===== src/rtl/ff_conv_pkg.sv =====
// ============================================================================
//  Module      : ff_conv_pkg
//  Description : Opcode and FSM state encodings shared by the SR-bank
//                conversion controller, plus a small classification helper.
//  Revision    : 1.0 - initial release
// ============================================================================
`default_nettype none

package ff_conv_pkg;

    typedef logic [2:0] op_t;
    typedef logic [1:0] state_t;

    localparam op_t c_OP_NOP    = 3'b000;
    localparam op_t c_OP_SET    = 3'b001;
    localparam op_t c_OP_CLR    = 3'b010;
    localparam op_t c_OP_TOGGLE = 3'b011;
    localparam op_t c_OP_LOAD   = 3'b100;
    localparam op_t c_OP_JK     = 3'b101;
    localparam op_t c_OP_COUNT  = 3'b110;
    localparam op_t c_OP_ILL    = 3'b111;

    localparam state_t c_ST_IDLE   = 2'd0;
    localparam state_t c_ST_APPLY  = 2'd1;
    localparam state_t c_ST_SETTLE = 2'd2;
    localparam state_t c_ST_DONE   = 2'd3;

    // Commands that never touch the bank: NOP, illegal, and a zero-step COUNT.
    function automatic logic f_no_apply(input op_t op, input logic data_zero);
        return (op == c_OP_NOP) || (op == c_OP_ILL) ||
               ((op == c_OP_COUNT) && data_zero);
    endfunction

endpackage

`default_nettype wire


===== src/rtl/ff_conv_ctrl_if.sv =====
// ============================================================================
//  Module      : ff_conv_ctrl_if
//  Description : Valid/ready command channel into the SR-bank controller.
//  Revision    : 1.0 - initial release
// ============================================================================
`default_nettype none

interface ff_conv_ctrl_if
    import ff_conv_pkg::*;
#(
    parameter int W = 4
);
    logic         cmd_valid;
    logic         cmd_ready;
    op_t          cmd_op;
    logic [W-1:0] cmd_mask;
    logic [W-1:0] cmd_data;
    logic [W-1:0] cmd_k;

    modport master (
        output cmd_valid, cmd_op, cmd_mask, cmd_data, cmd_k,
        input  cmd_ready
    );

    modport slave (
        input  cmd_valid, cmd_op, cmd_mask, cmd_data, cmd_k,
        output cmd_ready
    );

endinterface

`default_nettype wire


===== src/rtl/ff_excite.sv =====
// ============================================================================
//  Module      : ff_excite
//  Description : Combinational set/reset excitation for a W-bit SR bank,
//                derived from opcode, mask, operand vectors and present q.
//  Revision    : 1.0 - initial release
// ============================================================================
`default_nettype none

module ff_excite
    import ff_conv_pkg::*;
#(
    parameter int W = 4
) (
    input  op_t          op,
    input  logic [W-1:0] mask,
    input  logic [W-1:0] vec,
    input  logic [W-1:0] k,
    input  logic [W-1:0] q,
    output logic [W-1:0] s,
    output logic [W-1:0] r
);

    // Binary-increment toggle vector: bit i flips when all lower bits are 1.
    logic [W-1:0] w_cnt_t;

    assign w_cnt_t[0] = 1'b1;

    generate
        for (genvar i = 1; i < W; i++) begin : g_carry
            assign w_cnt_t[i] = w_cnt_t[i-1] & q[i-1];
        end
    endgenerate

    // Every term that can raise both s and r is split on q / ~q, so s & r is 0.
    always_comb begin
        s = '0;
        r = '0;
        case (op)
            c_OP_SET: begin
                s = mask;
            end
            c_OP_CLR: begin
                r = mask;
            end
            c_OP_TOGGLE: begin
                s = mask & vec & ~q;
                r = mask & vec & q;
            end
            c_OP_LOAD: begin
                s = mask & vec & ~q;
                r = mask & ~vec & q;
            end
            c_OP_JK: begin
                s = mask & vec & ~q;
                r = mask & k & q;
            end
            c_OP_COUNT: begin
                s = w_cnt_t & ~q;
                r = w_cnt_t & q;
            end
            default: begin
                s = '0;
                r = '0;
            end
        endcase
    end

endmodule

`default_nettype wire


===== src/rtl/ff_conv_ctrl.sv =====
// ============================================================================
//  Module      : ff_conv_ctrl
//  Description : Command FSM driving an external W-bit SR flip-flop bank.
//                Optional macro FF_CONV_CTRL_CHECK_EN adds a settle-time
//                readback check that aborts with err on a mismatch.
//  Revision    : 1.0 - initial release
// ============================================================================
`default_nettype none

module ff_conv_ctrl
    import ff_conv_pkg::*;
#(
    parameter int W = 4
) (
    input  logic          clk,
    input  logic          rst,
    ff_conv_ctrl_if.slave cmd,
    input  logic [W-1:0]  q,
    output logic [W-1:0]  s,
    output logic [W-1:0]  r,
    output logic          busy,
    output logic          done,
    output logic          err
);

    state_t       r_state;
    state_t       w_next;
    op_t          r_op;
    logic [W-1:0] r_mask;
    logic [W-1:0] r_data;
    logic [W-1:0] r_k;
    logic [W-1:0] r_cnt;
    logic         r_err;
    logic         r_hold;
    logic         w_accept;
    logic [W-1:0] w_cnt_dec;
    logic [W-1:0] w_s;
    logic [W-1:0] w_r;
    logic         w_chk_fail;

`ifdef FF_CONV_CTRL_CHECK_EN
    logic [W-1:0] r_exp;
    assign w_chk_fail = (q != r_exp);
`else
    assign w_chk_fail = 1'b0;
`endif

    assign w_accept      = (r_state == c_ST_IDLE) && cmd.cmd_valid;
    assign w_cnt_dec     = r_cnt - W'(1);
    assign cmd.cmd_ready = (r_state == c_ST_IDLE);
    assign busy          = (r_state != c_ST_IDLE);
    // Zero-work commands spend two cycles in DONE; the pulse is on the second.
    assign done          = (r_state == c_ST_DONE) && !r_hold;
    assign err           = done && r_err;

    ff_excite #(
        .W (W)
    ) u_excite (
        .op   (r_op),
        .mask (r_mask),
        .vec  (r_data),
        .k    (r_k),
        .q    (q),
        .s    (w_s),
        .r    (w_r)
    );

    assign s = (r_state == c_ST_APPLY) ? w_s : '0;
    assign r = (r_state == c_ST_APPLY) ? w_r : '0;

    always_ff @(posedge clk or posedge rst) begin
        if (rst) begin
            r_state <= c_ST_IDLE;
        end else begin
            r_state <= w_next;
        end
    end

    always_comb begin
        w_next = r_state;
        case (r_state)
            c_ST_IDLE: begin
                if (w_accept) begin
                    if (f_no_apply(cmd.cmd_op, cmd.cmd_data == '0)) begin
                        w_next = c_ST_DONE;
                    end else begin
                        w_next = c_ST_APPLY;
                    end
                end
            end
            c_ST_APPLY: begin
                w_next = c_ST_SETTLE;
            end
            c_ST_SETTLE: begin
                if (w_chk_fail) begin
                    w_next = c_ST_DONE;
                end else if ((r_op == c_OP_COUNT) && (w_cnt_dec != '0)) begin
                    w_next = c_ST_APPLY;
                end else begin
                    w_next = c_ST_DONE;
                end
            end
            c_ST_DONE: begin
                if (!r_hold) begin
                    w_next = c_ST_IDLE;
                end
            end
            default: begin
                w_next = c_ST_IDLE;
            end
        endcase
    end

    always_ff @(posedge clk or posedge rst) begin
        if (rst) begin
            r_op   <= c_OP_NOP;
            r_mask <= '0;
            r_data <= '0;
            r_k    <= '0;
            r_cnt  <= '0;
            r_err  <= 1'b0;
            r_hold <= 1'b0;
`ifdef FF_CONV_CTRL_CHECK_EN
            r_exp  <= '0;
`endif
        end else begin
            if (w_accept) begin
                r_op   <= cmd.cmd_op;
                r_mask <= cmd.cmd_mask;
                r_data <= cmd.cmd_data;
                r_k    <= cmd.cmd_k;
                r_cnt  <= (cmd.cmd_op == c_OP_COUNT) ? cmd.cmd_data : '0;
                r_err  <= (cmd.cmd_op == c_OP_ILL);
                r_hold <= f_no_apply(cmd.cmd_op, cmd.cmd_data == '0);
            end
            if (r_state == c_ST_SETTLE) begin
                if (r_op == c_OP_COUNT) begin
                    r_cnt <= w_cnt_dec;
                end
                if (w_chk_fail) begin
                    r_err <= 1'b1;
                    r_cnt <= '0;
                end
            end
            if (r_state == c_ST_DONE) begin
                r_hold <= 1'b0;
            end
`ifdef FF_CONV_CTRL_CHECK_EN
            if (r_state == c_ST_APPLY) begin
                r_exp <= (q | w_s) & ~w_r;
            end
`endif
        end
    end

endmodule

`default_nettype wire


===== src/flat_wrapper.sv =====
// flat-port wrapper written by rule: the top's interface ports become plain ports
module ff_conv_ctrl_flat import ff_conv_pkg::*;
#(
    parameter int W = 4
)
  (clk, rst, q, s, r, busy, done, err, cmd_cmd_valid, cmd_cmd_op, cmd_cmd_mask, cmd_cmd_data, cmd_cmd_k, cmd_cmd_ready);
  ff_conv_ctrl_if #(.W(W)) cmd_i ();
  input  logic clk;
  input  logic rst;
  input  logic [W-1:0] q;
  output logic [W-1:0] s;
  output logic [W-1:0] r;
  output logic busy;
  output logic done;
  output logic err;
  input wire logic [$bits(cmd_i.cmd_valid)-1:0] cmd_cmd_valid;
  input wire logic [$bits(cmd_i.cmd_op)-1:0] cmd_cmd_op;
  input wire logic [$bits(cmd_i.cmd_mask)-1:0] cmd_cmd_mask;
  input wire logic [$bits(cmd_i.cmd_data)-1:0] cmd_cmd_data;
  input wire logic [$bits(cmd_i.cmd_k)-1:0] cmd_cmd_k;
  output wire logic [$bits(cmd_i.cmd_ready)-1:0] cmd_cmd_ready;
  assign cmd_i.cmd_valid = cmd_cmd_valid;
  assign cmd_i.cmd_op = cmd_cmd_op;
  assign cmd_i.cmd_mask = cmd_cmd_mask;
  assign cmd_i.cmd_data = cmd_cmd_data;
  assign cmd_i.cmd_k = cmd_cmd_k;
  assign cmd_cmd_ready = cmd_i.cmd_ready;
  ff_conv_ctrl #(.W(W)) u_core (.clk(clk), .rst(rst), .cmd(cmd_i), .q(q), .s(s), .r(r), .busy(busy), .done(done), .err(err));
endmodule

===== config.mk =====
export PLATFORM = sky130hd
export DESIGN_NAME = ff_conv_ctrl_flat
export DESIGN_NICKNAME = d
export VERILOG_FILES = /design/src/rtl/ff_conv_pkg.sv /design/src/rtl/ff_conv_ctrl_if.sv /design/src/rtl/ff_excite.sv /design/src/rtl/ff_conv_ctrl.sv /design/src/flat_wrapper.sv
export SDC_FILE = /design/constraint.sdc
export NUM_CORES = 1
export LEC_CHECK = 0
export CELL_PAD_IN_SITES_DETAIL_PLACEMENT = 0
export CELL_PAD_IN_SITES_GLOBAL_PLACEMENT = 1
export CORE_ASPECT_RATIO = 1.4
export CORE_MARGIN = 2
export CORE_UTILIZATION = 39
export CTS_CLUSTER_SIZE = 10
export DETAILED_ROUTE_END_ITERATION = 8
export HOLD_SLACK_MARGIN = 0.08
export PLACE_DENSITY_LB_ADDON = 0.1
export SLEW_MARGIN = 25
export SYNTH_ARGS = -nofsm -noshare
export SYNTH_HDL_FRONTEND = slang
export SYNTH_SLANG_ARGS = --single-unit

===== constraint.sdc =====
create_clock -name clk -period 2.4 [get_ports clk]
set_clock_uncertainty 0.05 [all_clocks]
set_input_delay 0.24 -clock clk [delete_from_list [all_inputs] [get_ports clk]]
set_output_delay 0.24 -clock clk [all_outputs]
set_load 0.02 [all_outputs]

Word level (Yosys, flattened, before mapping)
Cells that the tools add are included.
{ "classes": {"n_reduce_logical": 16, "eq_ne": 13, "muxes": 15, "bitwise": 13, "n_addsub": 1} }
{ "ops": {"columns": ["cell", "count"], "rows": [
  ["bitwise AND 4 bit", 9],
  ["two-way mux 4 bit", 6],
  ["case mux 4 bit (5 select lines)", 1],
  ["== test 3 bit (second input constant)", 5],
  ["case mux 4 bit (3 select lines)", 1],
  ["two-way mux 2 bit", 4],
  ["inverter 4 bit", 2],
  ["case mux 2 bit (4 select lines)", 1],
  ["== test 3 x 2 -> 1 bit (second input constant)", 2],
  ["logical AND 1 bit", 5],
  ["== test 2 bit (second input constant)", 2],
  ["logical NOT 4 bit", 1],
  ["nonzero test 2 bit", 2],
  ["nonzero test 4 bit", 1],
  ["subtractor 4 x 1 -> 4 bit (second input constant)", 1],
  ["== test 3 x 1 -> 1 bit (second input constant)", 1],
  ["logical NOT 3 bit", 1],
  ["OR reduction 3 bit", 1],
  ["bitwise AND 1 bit", 2],
  ["== test 2 x 1 -> 1 bit (second input constant)", 1],
  ["logical NOT 2 bit", 1],
  ["logical OR 1 bit", 2],
  ["two-way mux 1 bit", 2],
  ["inequality test 2 x 1 -> 1 bit (second input constant)", 1],
  ["3 further kinds", 3]
]} }
{ "word_totals": {"register_bits": 23, "output_inout_bits": 12, "inputBits": 22} }

Longest topological paths before layout
{ "logic_depth": {"ltp_word": 6, "ltp_mapped": 6, "mapped_depth_nobuf": 5} }

By module
Synthesis repeated with hierarchy kept, for this count alone.
{ "hier_totals": {"cells_unflattened": 163, "area_unflattened_um2": 1619.1} }
{ "modules_own_cells": {"columns": ["mod", "cells_each", "area_per_inst_um2", "n_inst"], "rows": [
  ["ff_conv_ctrl", 103, 1224.9, 1],
  ["ff_excite", 60, 394.1, 1]
]} }

Worst setup path after synthesis
No wires, ideal clock.
{ "synth_path": {"kind": "reg2out", "startpoint": "reg u_core.r_op[1]", "endpoint": "out r[2]", "path_stages_with_launch": 6, "path_slack_ps": 708, "arrival_time_ps": 1402, "path_cell_list": "dfrtp_1 buf_2 nor2b_1 a32o_1 nand3_1 a31oi_1"} }
{ "synth_via": {"elab_chain_len": 3, "word_cells_on_any_way": 7, "cone_classes": "5 x eq/ne; 2 x mux"} }
{ "synth_lines": {"columns": ["element", "line", "source"], "rows": [
  ["from (decl)", "ff_conv_ctrl.sv:28", "op_t r_op;"],
  ["from (signal assigned)", "ff_conv_ctrl.sv:116", "r_op <= c_OP_NOP;"],
  ["from (signal assigned)", "ff_conv_ctrl.sv:128", "r_op <= cmd.cmd_op;"],
  ["== test 3 bit or == test 3 x 2 -> 1 bit (tied branches)", "ff_excite.sv:38", "case (op)"],
  ["case mux 4 bit (5 select lines) (*)", "ff_excite.sv:38", null],
  ["two-way mux 4 bit (*)", "ff_conv_ctrl.sv:69", "assign r = (r_state == c_ST_APPLY) ? w_r : '0;"],
  ["to (decl)", "flat_wrapper.sv:12", "output logic [W-1:0] r;"]
]} }
Every way passes the cells marked *; elsewhere a longest branch is shown, timed or not.

Worst setup path after layout
{ "layout_path": {"startpoint": "reg u_core.r_op[1]", "endpoint": "out r[3]"} }
Same word-level chain as after synthesis.

==> reports/results.ini <==
[outcome]
outcome=completed

[synth]
yosys-top-cells-area=dfrtp_1 39%, nand2_1 12%, a21oi_1 4.8%, o21ai_0 3.7%, inv_1 2.3%
synthAdderAreaFrac_pct=1.70
synth-edff-count=0
synth_flop_cell=dfrtp_1
syn-instance-count=181
synthTopCellsByCount=46 x nand2_1, 23 x dfrtp_1, 14 x a21oi_1, 11 x o21ai_0, 9 x inv_1
syn_area_mm2=0.00147
yosys_warnings=0
yosys.area_share.simple_pct=31.4
yosysTopAreaCell=dfrtp_1
synth_nets=205
synth_top_area_share_pct=39.1
synthXorXnorAreaFrac_pct=1.19
synth-seq-cells=23
synth_cell_types=45
synth_top_family_by_area=simple AND/OR/NAND/NOR gates
async_flop_share_pct=100
synth_compound_area_share_pct=20.9
yosysMostFrequentCell=nand2_1
syn_area_per_cell_um2=8.12
synth.mux.area_fraction_pct=0.681
yosysSeqAreaShare_pct=39.1

[drt]
ant_nets=0
drt-pass1-iter-count=4
wire_per_inst_um=15.1
drt-vias-per-instance=5.57
vias=1449
drt-initial-drc-count=22
drc=0
wl_mm=3.93

[timing]
fin_crit_ns=2.17
hold_viol_final=0
finalSetupTns_ns=0
setup_viol=0
max_clock_freq_mhz=460
drv_slew=0
slew_headroom_pct=76.9
rsz0062_at_grt=no
finalWorstSetupSlack_ns=0.228
tightest_slew_ns=0.345
min_period_over_period_pct=90.5

[power]
seqPwrFrac_pct=39.9
pwr-share-clk_pct=12.1
cellLeakagePower_nw=0.924
peakVddDrop_mv=0.646
p_sw_share_pct=44.2
total_power_w=0.00203
power.density_mw_per_mm2=1050
p_int_w=0.00113
comb_power_share_pct=48.0
switching_power_w=0.000896

[placed_design]
pre_cts_slack_ns=0.119
hpwl_mm=3.01
gp_congestion=0.864
io_buffers=33

[cts]
post_cts_buffers=0
cts_resized=9
cts_max_level=1
cts_buffers=3
clkTransAtPathRegs_ns=0.08
clockBufferDepth=2
cts_tree=yes
cts_sinks=23
cts_root_buffer=clkbuf_8
cts_hold_buf=0
clkLatencyLatePin_ns=0.27

[grt]
grt_max_degree=24
grt_pass1_wl_mm=6.56
gr-total-overflow=0
grt_pass1_vias=1459
grt_usage_pct=19.2
antenna_found_initial=0

[finish]
fin_util_pct=53.2
nets=243
antenna-diode-count=0
syn2layout_area_growth_pct=31.7
drive_gt1_share_pct=10.6

[floorplan]
num_rows=26
die_area_mm2=0.00428
core-area_mm2=0.00364
io_pins=34
die-height_um=76.6
dieWidth_um=55.9
start_util_pct=40.4

[setup_path]
path_class=reg2out
setup.worst_path.start=u_core.r_op[1]$_DFFE_PP0P_
r2r-start=u_core.r_state[1]$_DFFE_PP0P_
path_max_fanout=13
start_kind=flip-flop
reg2regPathDepth=3
required_ns=2.11
cp.arrival_ns=1.88
r2r_slack_ns=0.70
rr_endpoint=u_core.r_cnt[3]$_DFF_PP0_
end_kind=primary output

[min_path]
hold_class=in2async

[run]
maxCapViolCount=0

-- cell usage in the layout, fill, tap and decap left out, drive strengths merged, types with 3 or more instances in the layout --
cell type / netlist / final
o211ai: 4 / 4
nand2b: 5 / 5
buf: 3 / 8
dlygate4sd2: 0 / 3
nor2b: 3 / 3
dfrtp: 23 / 23
clkbuf: 5 / 3
nand3: 5 / 5
nor2: 7 / 7
nand2: 46 / 46
a31oi: 4 / 4
a21oi: 14 / 14
dlymetal6s2s: 0 / 5
inv: 9 / 9
and2: 3 / 3
clkdlybuf4s50: 0 / 25
nand3b: 3 / 3
o21ai: 11 / 11
-- final cells by class --
cell class / instances / area [um2]
repair buffers: 41 / 399
multi-input cells: 141 / 826
flip-flops and latches: 23 / 579
clock inverters: 1 / 5.00
inverters: 9 / 33.8
fillers: 376 / 1710
clock buffers: 3 / 41.3
well taps: 42 / 52.6
-- flip-flops by register name (all words and copies together), names as in the netlist --
name	count
u_core.r_op	3
u_core.r_err	1
u_core.r_hold	1
u_core.r_state	2
u_core.r_cnt	4
u_core.r_data	4
u_core.r_k	4
u_core.r_mask	4
-- cells by family after synthesis --
group                      Yosys count
buffers and inverters               17
and+or+nand+nor                     89
adders and majority gates            2
muxes                                1
xor gates and xnor gates             2
AOI/OAI and AO/OA                   47
DFF                                 23
-- routing by layer --
| metal | GRT usage (%) | share of wire [%] |
|---|---|---|
| met1 | 22.3 | 42 |
| met2 | 33.8 | 51 |
| met3 | 3.06 | 4.5 |
| met4 | 9.29 | 2.6 |
| met5 | 0 | 0 |
-- metrics by stage --
stage	instances	hold slack [ns]	area, um2
final	260	0.260	1940
after global routing	260	0.297	1940
after CTS	260	0.271	1920
after detailed placement	256	0.424	1870
after global placement	256	0.422	1870
after floorplan	181	0.192	1470
-- power by group through the flow --
| stage | sequential, W | combinational (W) | clock [W] |
|---|---|---|---|
| floorplan | 0.000688 | 0.000716 | 0 |
| global route | 0.000840 | 0.00109 | 0.000271 |
| detailed placement | 0.000800 | 0.000966 | 0 |
| global placement | 0.000795 | 0.000949 | 0 |
| CTS | 0.000802 | 0.000976 | 0.000249 |
| finish | 0.000810 | 0.000974 | 0.000246 |
-- worst max path at each step --
stage,cells after the start,end
after floorplan,5,r[2]
after global placement,6,r[0]
after detailed placement,6,s[2]
after CTS,4,s[0]
after global routing,5,r[3]
final,5,r[3]
-- worst max-delay path, stage by stage (launching register included) --
cell	delay (ns)
dfrtp_2	0.49
inv_1	0.17
nor4b_1	0.37
o211ai_1	0.12
a21oi_1	0.12
dlygate4sd2_1	0.34
Note: power is estimated with default switching activity, not from simulation.
